### config.mk
export PLATFORM = sky130hd
export DESIGN_NAME = sc_time_controller
export DESIGN_NICKNAME = d
export VERILOG_FILES = /design/src/rtl/sc_time_controller.sv
export SDC_FILE = /design/constraint.sdc
export NUM_CORES = 1
export LEC_CHECK = 0
export CAP_MARGIN = 40
export CORE_MARGIN = 2
export CORE_UTILIZATION = 30
export DETAILED_ROUTE_END_ITERATION = 10
export DONT_BUFFER_PORTS = 1
export GPL_TIMING_DRIVEN = 0
export PLACE_DENSITY = 0.42
export SYNTH_ARGS = -nofsm -noshare
export SYNTH_HDL_FRONTEND = slang
export SYNTH_SLANG_ARGS = --single-unit
### constraint.sdc
create_clock -name SC_RegGENERAL_Time_CLOCK_50 -period 3.7 [get_ports SC_RegGENERAL_Time_CLOCK_50]
set_clock_uncertainty 0.1 [all_clocks]
set_input_delay 0.555 -clock SC_RegGENERAL_Time_CLOCK_50 [delete_from_list [all_inputs] [get_ports SC_RegGENERAL_Time_CLOCK_50]]
set_output_delay 0.555 -clock SC_RegGENERAL_Time_CLOCK_50 [all_outputs]
set_load 0.005 [all_outputs]
### src/rtl/sc_time_controller.sv
// sc_time_controller
// Sequencer for the game-time up-counter (SC_RegGENERAL_Time). It derives a
// once-per-period tick from the 50 MHz clock with an internal prescaler. It
// runs the IDLE/RUN/PAUSE/TIMEOUT state machine and drives the counter's
// active-low upcount and active-high clear inputs. It watches the counter
// value fed back to it and stops counting at TIME_LIMIT.
// Optional feature macro: SC_TIME_PAUSE_EN (pause/resume support). When it is
// undefined, pause_InHigh is ignored and the PAUSE state is never entered.

module sc_time_controller #(
   parameter int RegGENERAL_DATAWIDTH = 8,
   parameter int PRESCALE_WIDTH       = 26,
   parameter int PRESCALE_TERMINAL    = 49999999,
   parameter int TIME_LIMIT           = 99
) (
   input  logic                            SC_RegGENERAL_Time_CLOCK_50,
   input  logic                            SC_RegGENERAL_Time_RESET_InHigh,
   input  logic                            start_InHigh,
   input  logic                            pause_InHigh,
   input  logic                            stop_InHigh,
   input  logic [RegGENERAL_DATAWIDTH-1:0] time_data_InBUS,
   output logic                            upcount_OutLow,
   output logic                            counter_reset_OutHigh,
   output logic                            timeout_OutHigh,
   output logic [1:0]                      state_OutBUS
);

   typedef enum logic [1:0] {
      StateIdle    = 2'b00,
      StateRun     = 2'b01,
      StatePause   = 2'b10,
      StateTimeout = 2'b11
   } stateT;

`ifdef SC_TIME_PAUSE_EN
   localparam bit PauseEnabled = 1'b1;
`else
   localparam bit PauseEnabled = 1'b0;
`endif

   localparam logic [PRESCALE_WIDTH-1:0]       PrescaleTerminal = PRESCALE_WIDTH'(PRESCALE_TERMINAL);
   localparam logic [RegGENERAL_DATAWIDTH-1:0] TimeLimit        = RegGENERAL_DATAWIDTH'(TIME_LIMIT);

   stateT                     r_state;
   logic [PRESCALE_WIDTH-1:0] r_prescaler;
   logic                      r_upcount;
   logic                      r_counterReset;
   logic                      r_timeout;

   logic                      w_limitHit;
   logic                      w_pauseReq;
   logic                      w_prescaleDone;

   // The limit compare is masked during the clear pulse. The counter still
   // shows the previous run's value then, and that value must not end the
   // new run at once. A pause request only exists when the feature is built in.
   always_comb begin
      w_limitHit     = (time_data_InBUS == TimeLimit) && !r_counterReset;
      w_pauseReq     = pause_InHigh && PauseEnabled;
      w_prescaleDone = (r_prescaler == PrescaleTerminal);
   end

   // Single state machine. The tick and clear pulses default low each cycle,
   // so they last exactly one cycle. Requests are taken in the order
   // stop, limit, pause, start.
   always_ff @(posedge SC_RegGENERAL_Time_CLOCK_50 or posedge SC_RegGENERAL_Time_RESET_InHigh) begin
      if (SC_RegGENERAL_Time_RESET_InHigh) begin
         r_state        <= StateIdle;
         r_prescaler    <= '0;
         r_upcount      <= 1'b1;
         r_counterReset <= 1'b0;
         r_timeout      <= 1'b0;
      end else begin
         r_upcount      <= 1'b1;
         r_counterReset <= 1'b0;
         case (r_state)
            StateIdle: begin
               if (!stop_InHigh && start_InHigh) begin
                  r_state        <= StateRun;
                  r_prescaler    <= '0;
                  r_counterReset <= 1'b1;
               end
            end
            StateRun: begin
               if (stop_InHigh) begin
                  r_state <= StateIdle;
               end else if (w_limitHit) begin
                  r_state   <= StateTimeout;
                  r_timeout <= 1'b1;
               end else if (w_pauseReq) begin
                  r_state <= StatePause;
               end else if (w_prescaleDone) begin
                  r_prescaler <= '0;
                  r_upcount   <= 1'b0;
               end else begin
                  r_prescaler <= r_prescaler + 1'b1;
               end
            end
            StatePause: begin
               if (stop_InHigh) begin
                  r_state <= StateIdle;
               end else if (w_pauseReq || start_InHigh) begin
                  r_state <= StateRun;
               end
            end
            StateTimeout: begin
               if (stop_InHigh) begin
                  r_state   <= StateIdle;
                  r_timeout <= 1'b0;
               end else if (start_InHigh) begin
                  r_state        <= StateRun;
                  r_prescaler    <= '0;
                  r_counterReset <= 1'b1;
                  r_timeout      <= 1'b0;
               end
            end
            default: begin
               r_state <= StateIdle;
            end
         endcase
      end
   end

   assign upcount_OutLow        = r_upcount;
   assign counter_reset_OutHigh = r_counterReset;
   assign timeout_OutHigh       = r_timeout;
   assign state_OutBUS          = r_state;

endmodule
---- Word-level counts from Yosys, hierarchy flattened ----
Index checks and enable logic that the tools add are counted.
word-level totals
  output and inout bits ................... 5
  word-level logic and storage cells ...... 57
  bits of input ports ..................... 13
  register bits after elaboration ......... 31
operators by class
  add/sub/neg operators ................... 1
  equality and inequality tests ........... 14
  reductions and logical operators ........ 11
  muxes and demuxes ....................... 26
operators by type and width
  kind                   number
  $mux 26                6
  $pmux 26 s3            1
  $add 26x1->26 const B  1
  $eq 26x26->1 const B   1
  $ne 2x2->1 const B     6
  $mux 1                 11
  $mux 2                 5
  $eq 8x7->1 const B     1
  $ne 3x3->1 const B     2
  $pmux 2 s3             1
  $reduce_and 6->1       1
  $eq 2x2->1 const B     2
  $pmux 1 s2             2
  $reduce_and 4->1       1
  $ne 3x1->1 const B     1
  $reduce_and 3->1       1
  $reduce_bool 3->1      1
  $eq 2x1->1 const B     1
  $logic_and 1x1->1      2
  $logic_not 1->1        2
  $logic_not 2->1        1
  $reduce_bool 2->1      1
  $reduce_or 2->1        1

---- Depth between registers and ports, before layout ----
  word-level depth ........................ 5
  mapped depth ............................ 9
  mapped depth without buffers ............ 7

---- Worst setup path before layout ----
Ideal clock, no wire load.
  kind .................................... register -> register
  start point ............................. register r_state[1], in the netlist state_OutBUS[1]
  end point ............................... register r_prescaler[10]
  period minus slack after synthesis ...... 2114 ps
  path buffers ............................ 2
  cell stages (with the launch flop) ...... 10
  path slack .............................. 1586 ps
  data arrival time ....................... 1932 ps
  library setup time ...................... 82 ps
  cell sequence ........................... dfrtp_1 inv_1 ha_1 nand2b_1 a31oi_1 and2_1 buf_2 clkbuf_1 a31oi_1 a31oi_1
on the way
  word-level cells in the longest chain between the ends .. 3
  elaborated cells on any way between the ends .. 11
  classes of those cells .................. eq/ne (7); mux (1); reduce/logical (3)
ends and longest elaborated chain
  what                                                              RTL line  source
  start: declaration                                                44        stateT r_state;
  start signal: assignment                                          68        r_state <= StateIdle;
  start signal: assignment                                          79        r_state <= StateRun;
  start signal: assignment                                          86        r_state <= StateIdle;
  $eq 2x1->1, or another cell as far along                          76        case (r_state)
  $ne 2x2->1 (no source line) or $reduce_bool 3->1 (tied branches)  -
  $reduce_and 6->1 (no source line)                                 -
  end signal: assignment                                            96        r_prescaler <= r_prescaler + 1'b1;
  end: declaration                                                  45        logic [PRESCALE_WIDTH-1:0] r_prescaler;
Several ways; a longest one is shown, not always the timed one.
A chain may end at the register's enable or synchronous reset.

---- Worst setup path after layout ----
  start point ............................. register r_state[1], in the netlist state_OutBUS[1]
  end point ............................... register r_prescaler[8]
The elaborated chain is that of the path after synthesis.

==> summary.md <==
For the layout filler cell count, the log shows 667. Static timing analysis puts the maximum clock frequency at 369 MHz. During placement, the flow inserted port buffers numbering 0. The wire length after detailed routing was 5070 um.

TritonCTS built the clock tree. Buffers added to address setup during post-CTS repair amount to 0. The largest fanout of any net on the critical path was 10; the mean area per synthesized cell was 9.15 um^2. The first global-routing pass estimated 8580 um of wire. The initial antenna violation count was 0; the number of buffers added by the clock tree synthesis step was 5. The share of async-settable or async-resettable flops after synthesis was 100%.

In the final layout, the share of cells above drive strength 1 is 11.7%. Placeable core area: 6310 um^2. The number of failing hold endpoints at the final stage is 0. The clock tree synthesis step divided the H-tree into 2 levels.

The clock transition time at the flip-flop clock pins of the worst setup and hold paths was 70 ps; the count of distinct cell types in the synthesized netlist was 48. Maximum cell stage delay along the critical path: 440 ps. For the required time at the worst-slack endpoint, the log shows 3790 ps. The final setup violation count is 0. Counting stages on the worst path, the most repeated cell is sky130_fd_sc_hd__a31oi_1. The largest individual stage delay along the critical path comes from the cell sky130_fd_sc_hd__dfrtp_1. CTS placed an instance of sky130_fd_sc_hd__clkbuf_8 at the clock tree root. The setup check on the worst reg-to-reg path leaves a slack of 990 ps. The global routing usage summed across all routing layers was 15.1%; the number of vias in the routed layout was 1688.

The summed instance area of the synthesized netlist is 1960 um^2, and the total of hold buffers inserted after clock tree synthesis is 0. For the final routed database, the setup TNS stands at 0 ps. For the proportion of synthesized chip area in sequential cells, the log shows 39.7%.

For the final weighted congestion of routability-driven global placement, the log shows 0.809. Before antenna repair, the detailed router went through 4 iterations. Max-cap violations in this run came to 0.

Setup repair after global routing left no endpoint under its margin. The pin count of the biggest net entering global routing was 17; the count of synthesis-stage warnings from yosys was 0. In this run the worst setup path begins at state_OutBUS[1]$_DFFE_PP0P_. Floorplan die height: 84.8 um. 0 antenna diodes ended up in the layout. The flow ran to the end, and the final reports show no timing, DRC or antenna violations.

For the worst setup path, the data arrival time is 2800 ps. The worst reg2reg path endpoint was r_prescaler[8]$_DFFE_PP0P_. At the pin with the least slew margin, the transition time is 747 ps. Number of top-level design ports: 18. Counting I/O delays and the setup requirement, the final critical path takes 2710 ps.

Dividing the detail-routed wire length by the instance count gives 16.9 um. The peak supply drop is 0.000173 V. The critical path goes through inv_1, ha_1, nand2b_1, a31oi_1, and2_1, buf_2, clkbuf_1, a31oi_1, a31oi_1. Dividing the detail-routed via count by the number of cells gives 5.63.

The worst hold path class was in -> async. For this run, design rule violations remaining after detail routing come to 0. The clock passes through at most 2 buffers. The net count of the finished layout is 241.

Counting every instance in the synthesized netlist gives 214. Synthesis inferred 31 register bits. The worst setup path is captured at a flip-flop. The worst setup path is of the reg -> reg kind.

The worst setup path is launched from a flip-flop. Headroom to the max-slew limit came out at 50.2%. After global routing the overflow that remains totals 0. Once the floorplan was initialized, standard cells occupied 31.0% of the core. In the synthesized netlist the dominant register cell turns out to be sky130_fd_sc_hd__dfrtp_1. The die covers 7190 um^2.

After layout, the worst path uses 73.3% of the clock period. In this run the static leakage power is 0.832 nW. The count of nets left with antenna violations once routing finished came out at 0. In this run, the number of DRC markers left after iteration 0 of detailed routing was 111. The largest total area in the synthesized netlist belongs to sky130_fd_sc_hd__dfrtp_1.

The later pin in the worst-skew pair is clocked with a latency of 280 ps. The number of sinks on the clock net was 31; the number of cells on the worst reg-to-reg path was 9. The via count of the first global-routing pass was 1594; the area growth from synthesis to layout was 11.4%. After clock tree synthesis, the repair step resized 0 gates. In this run the core area contains 29 standard-cell rows. In this run the cell area measured after placement is 2080 um^2.

The tools report the launching point of the worst reg2reg path as state_OutBUS[1]$_DFFE_PP0P_. In the post-synthesis netlist, the biggest area contributors are sky130_fd_sc_hd__dfrtp_1, sky130_fd_sc_hd__a31oi_1, sky130_fd_sc_hd__ha_1. The HPWL after detailed placement is 3610 um. The number of flops mapped to enable cells by yosys came out at 0. Following the worst setup path forward leads to its endpoint at r_prescaler[8]$_DFFE_PP0P_. Measured along the x axis, the die boundary spans 84.8 um.

The top-area cell type share of the netlist area works out to 38.3%. The max-slew violation count came out at 0. The power density over the cells was 523 nW/um^2; the summed area of non-filler cells in the final layout was 2180 um^2. The number of nets handed over by synthesis was 233.
[kinds of logic (layout without fill, tap and decap cells)]
kind of cell / Yosys count / after routing / synth area share, %
AND/OR/NAND/NOR: 93 / 93 / 28.7
AO/OA/AOI/OAI: 64 / 64 / 22.0
flip-flops: 31 / 31 / 39.7
buffers and inverters: 18 / 27 / 4.73
adder cells (fa/ha/maj): 6 / 6 / 3.83
multiplexers: 2 / 2 / 1.02
[Yosys cell counts (3+ instances only)]
| library cell | n |
|---|---|
| sky130_fd_sc_hd__nor3_1 | 5 |
| sky130_fd_sc_hd__nand4_1 | 10 |
| sky130_fd_sc_hd__a21oi_1 | 3 |
| sky130_fd_sc_hd__a21oi_2 | 4 |
| sky130_fd_sc_hd__o21ai_0 | 10 |
| sky130_fd_sc_hd__nor4_1 | 4 |
| sky130_fd_sc_hd__o21ai_1 | 3 |
| sky130_fd_sc_hd__nand2_1 | 15 |
| sky130_fd_sc_hd__or2b_1 | 3 |
| sky130_fd_sc_hd__and4_1 | 5 |
| sky130_fd_sc_hd__buf_6 | 3 |
| sky130_fd_sc_hd__dfrtp_1 | 30 |
| sky130_fd_sc_hd__a31oi_1 | 27 |
| sky130_fd_sc_hd__and3_1 | 4 |
| sky130_fd_sc_hd__inv_1 | 9 |
| sky130_fd_sc_hd__ha_1 | 6 |
| sky130_fd_sc_hd__nand3_1 | 9 |
| sky130_fd_sc_hd__o21a_1 | 3 |
| sky130_fd_sc_hd__nand2b_1 | 8 |
| sky130_fd_sc_hd__nor2_1 | 13 |
| sky130_fd_sc_hd__nand3b_1 | 3 |
| sky130_fd_sc_hd__clkbuf_1 | 3 |
[report_power, final]
group | leakage [nW] | total [mW] | switching (mW) | internal [mW]
clock network | 0.0515 | 0.303 | 0.133 | 0.170
logic | 0.369 | 0.409 | 0.267 | 0.142
registers | 0.412 | 0.430 | 0.0541 | 0.376
total | 0.832 | 1.14 | 0.454 | 0.688
[placed cells by master, fill, tap and decap left out, types with 2 or more instances in the layout]
cell type / instances
sky130_fd_sc_hd__nor3_1: 5
sky130_fd_sc_hd__o41ai_1: 2
sky130_fd_sc_hd__ha_1: 6
sky130_fd_sc_hd__a22oi_2: 2
sky130_fd_sc_hd__a41oi_1: 2
sky130_fd_sc_hd__a31oi_1: 27
sky130_fd_sc_hd__inv_1: 9
sky130_fd_sc_hd__nand4_1: 10
sky130_fd_sc_hd__o21a_1: 3
sky130_fd_sc_hd__nand2b_1: 8
sky130_fd_sc_hd__and4_1: 5
sky130_fd_sc_hd__o2bb2ai_1: 2
sky130_fd_sc_hd__nor2_1: 13
sky130_fd_sc_hd__o21ai_1: 3
sky130_fd_sc_hd__a21oi_1: 3
sky130_fd_sc_hd__and2_1: 2
sky130_fd_sc_hd__mux2i_1: 2
sky130_fd_sc_hd__clkbuf_1: 4
sky130_fd_sc_hd__a21oi_2: 4
sky130_fd_sc_hd__and3_1: 4
sky130_fd_sc_hd__nor4_1: 4
sky130_fd_sc_hd__buf_6: 3
sky130_fd_sc_hd__o21ai_0: 10
sky130_fd_sc_hd__or2b_1: 3
sky130_fd_sc_hd__clkbuf_8: 7
sky130_fd_sc_hd__nand3b_1: 3
sky130_fd_sc_hd__dfrtp_1: 30
sky130_fd_sc_hd__or4_1: 2
sky130_fd_sc_hd__nand2_1: 15
sky130_fd_sc_hd__nand3_1: 9
sky130_fd_sc_hd__buf_2: 2
[area by class of cell]
cell class,instances,area [um^2],area share (%)
clock buffer,8,100,4.59
multi-input combinational,165,1090,49.9
buffer,9,58.8,2.69
timing repair buffer,1,27.5,1.26
sequential,31,777,35.6
inverter,9,33.8,1.55
tap,77,96.3,4.42
[per-stage QoR]
| step | setup WS, ps | cells | utilization (%) | power (mW) | hold slack (ps) |
|---|---|---|---|---|---|
| floorplan | 1590 | 214 | - | 0.731 | 342 |
| global placement | 935 | 291 | 32.5 | 0.849 | 365 |
| detailed placement | 968 | 292 | 33.0 | 0.850 | 370 |
| CTS | 943 | 300 | 34.6 | 1.16 | 217 |
| global route | 739 | 300 | 34.6 | 1.23 | 234 |
| finish | 987 | 300 | 34.6 | 1.14 | 184 |
[critical path: cells and delay by family, from the launching register on]
kind / cells / cell delay, ps
AO/OA/AOI/OAI: 3 / 730
adder cells (fa/ha/maj): 1 / 280
AND/OR/NAND/NOR: 2 / 340
flip-flops: 1 / 440
buffers and inverters: 3 / 720
[worst min path at each step]
stage	from	to	slack, ps
4_1_cts	SC_RegGENERAL_Time_RESET_InHigh	r_prescaler[17]$_DFFE_PP0P_	220
3_5_place_dp	r_prescaler[25]$_DFFE_PP0P_	r_prescaler[25]$_DFFE_PP0P_	370
3_3_place_gp	r_prescaler[25]$_DFFE_PP0P_	r_prescaler[25]$_DFFE_PP0P_	360
5_1_grt	SC_RegGENERAL_Time_RESET_InHigh	r_prescaler[19]$_DFFE_PP0P_	230
2_1_floorplan	r_prescaler[25]$_DFFE_PP0P_	r_prescaler[25]$_DFFE_PP0P_	340
6_report	SC_RegGENERAL_Time_RESET_InHigh	r_prescaler[17]$_DFFE_PP0P_	180
[state kept, by name, indices dropped and copies added (netlist names)]
signal                 count
r_prescaler               26
timeout_OutHigh            1
counter_reset_OutHigh      1
upcount_OutLow             1
state_OutBUS               2
[routing by layer]
metal	part of all wire (%)	GRT usage [%]	vias to the layer above
met1	50	21.5	802
li1	-	-	843
met5	0	0	-
met2	44	23.2	37
met3	4.9	3.15	6
met4	1.1	4.33	0
(Power assumes the default switching activity.)
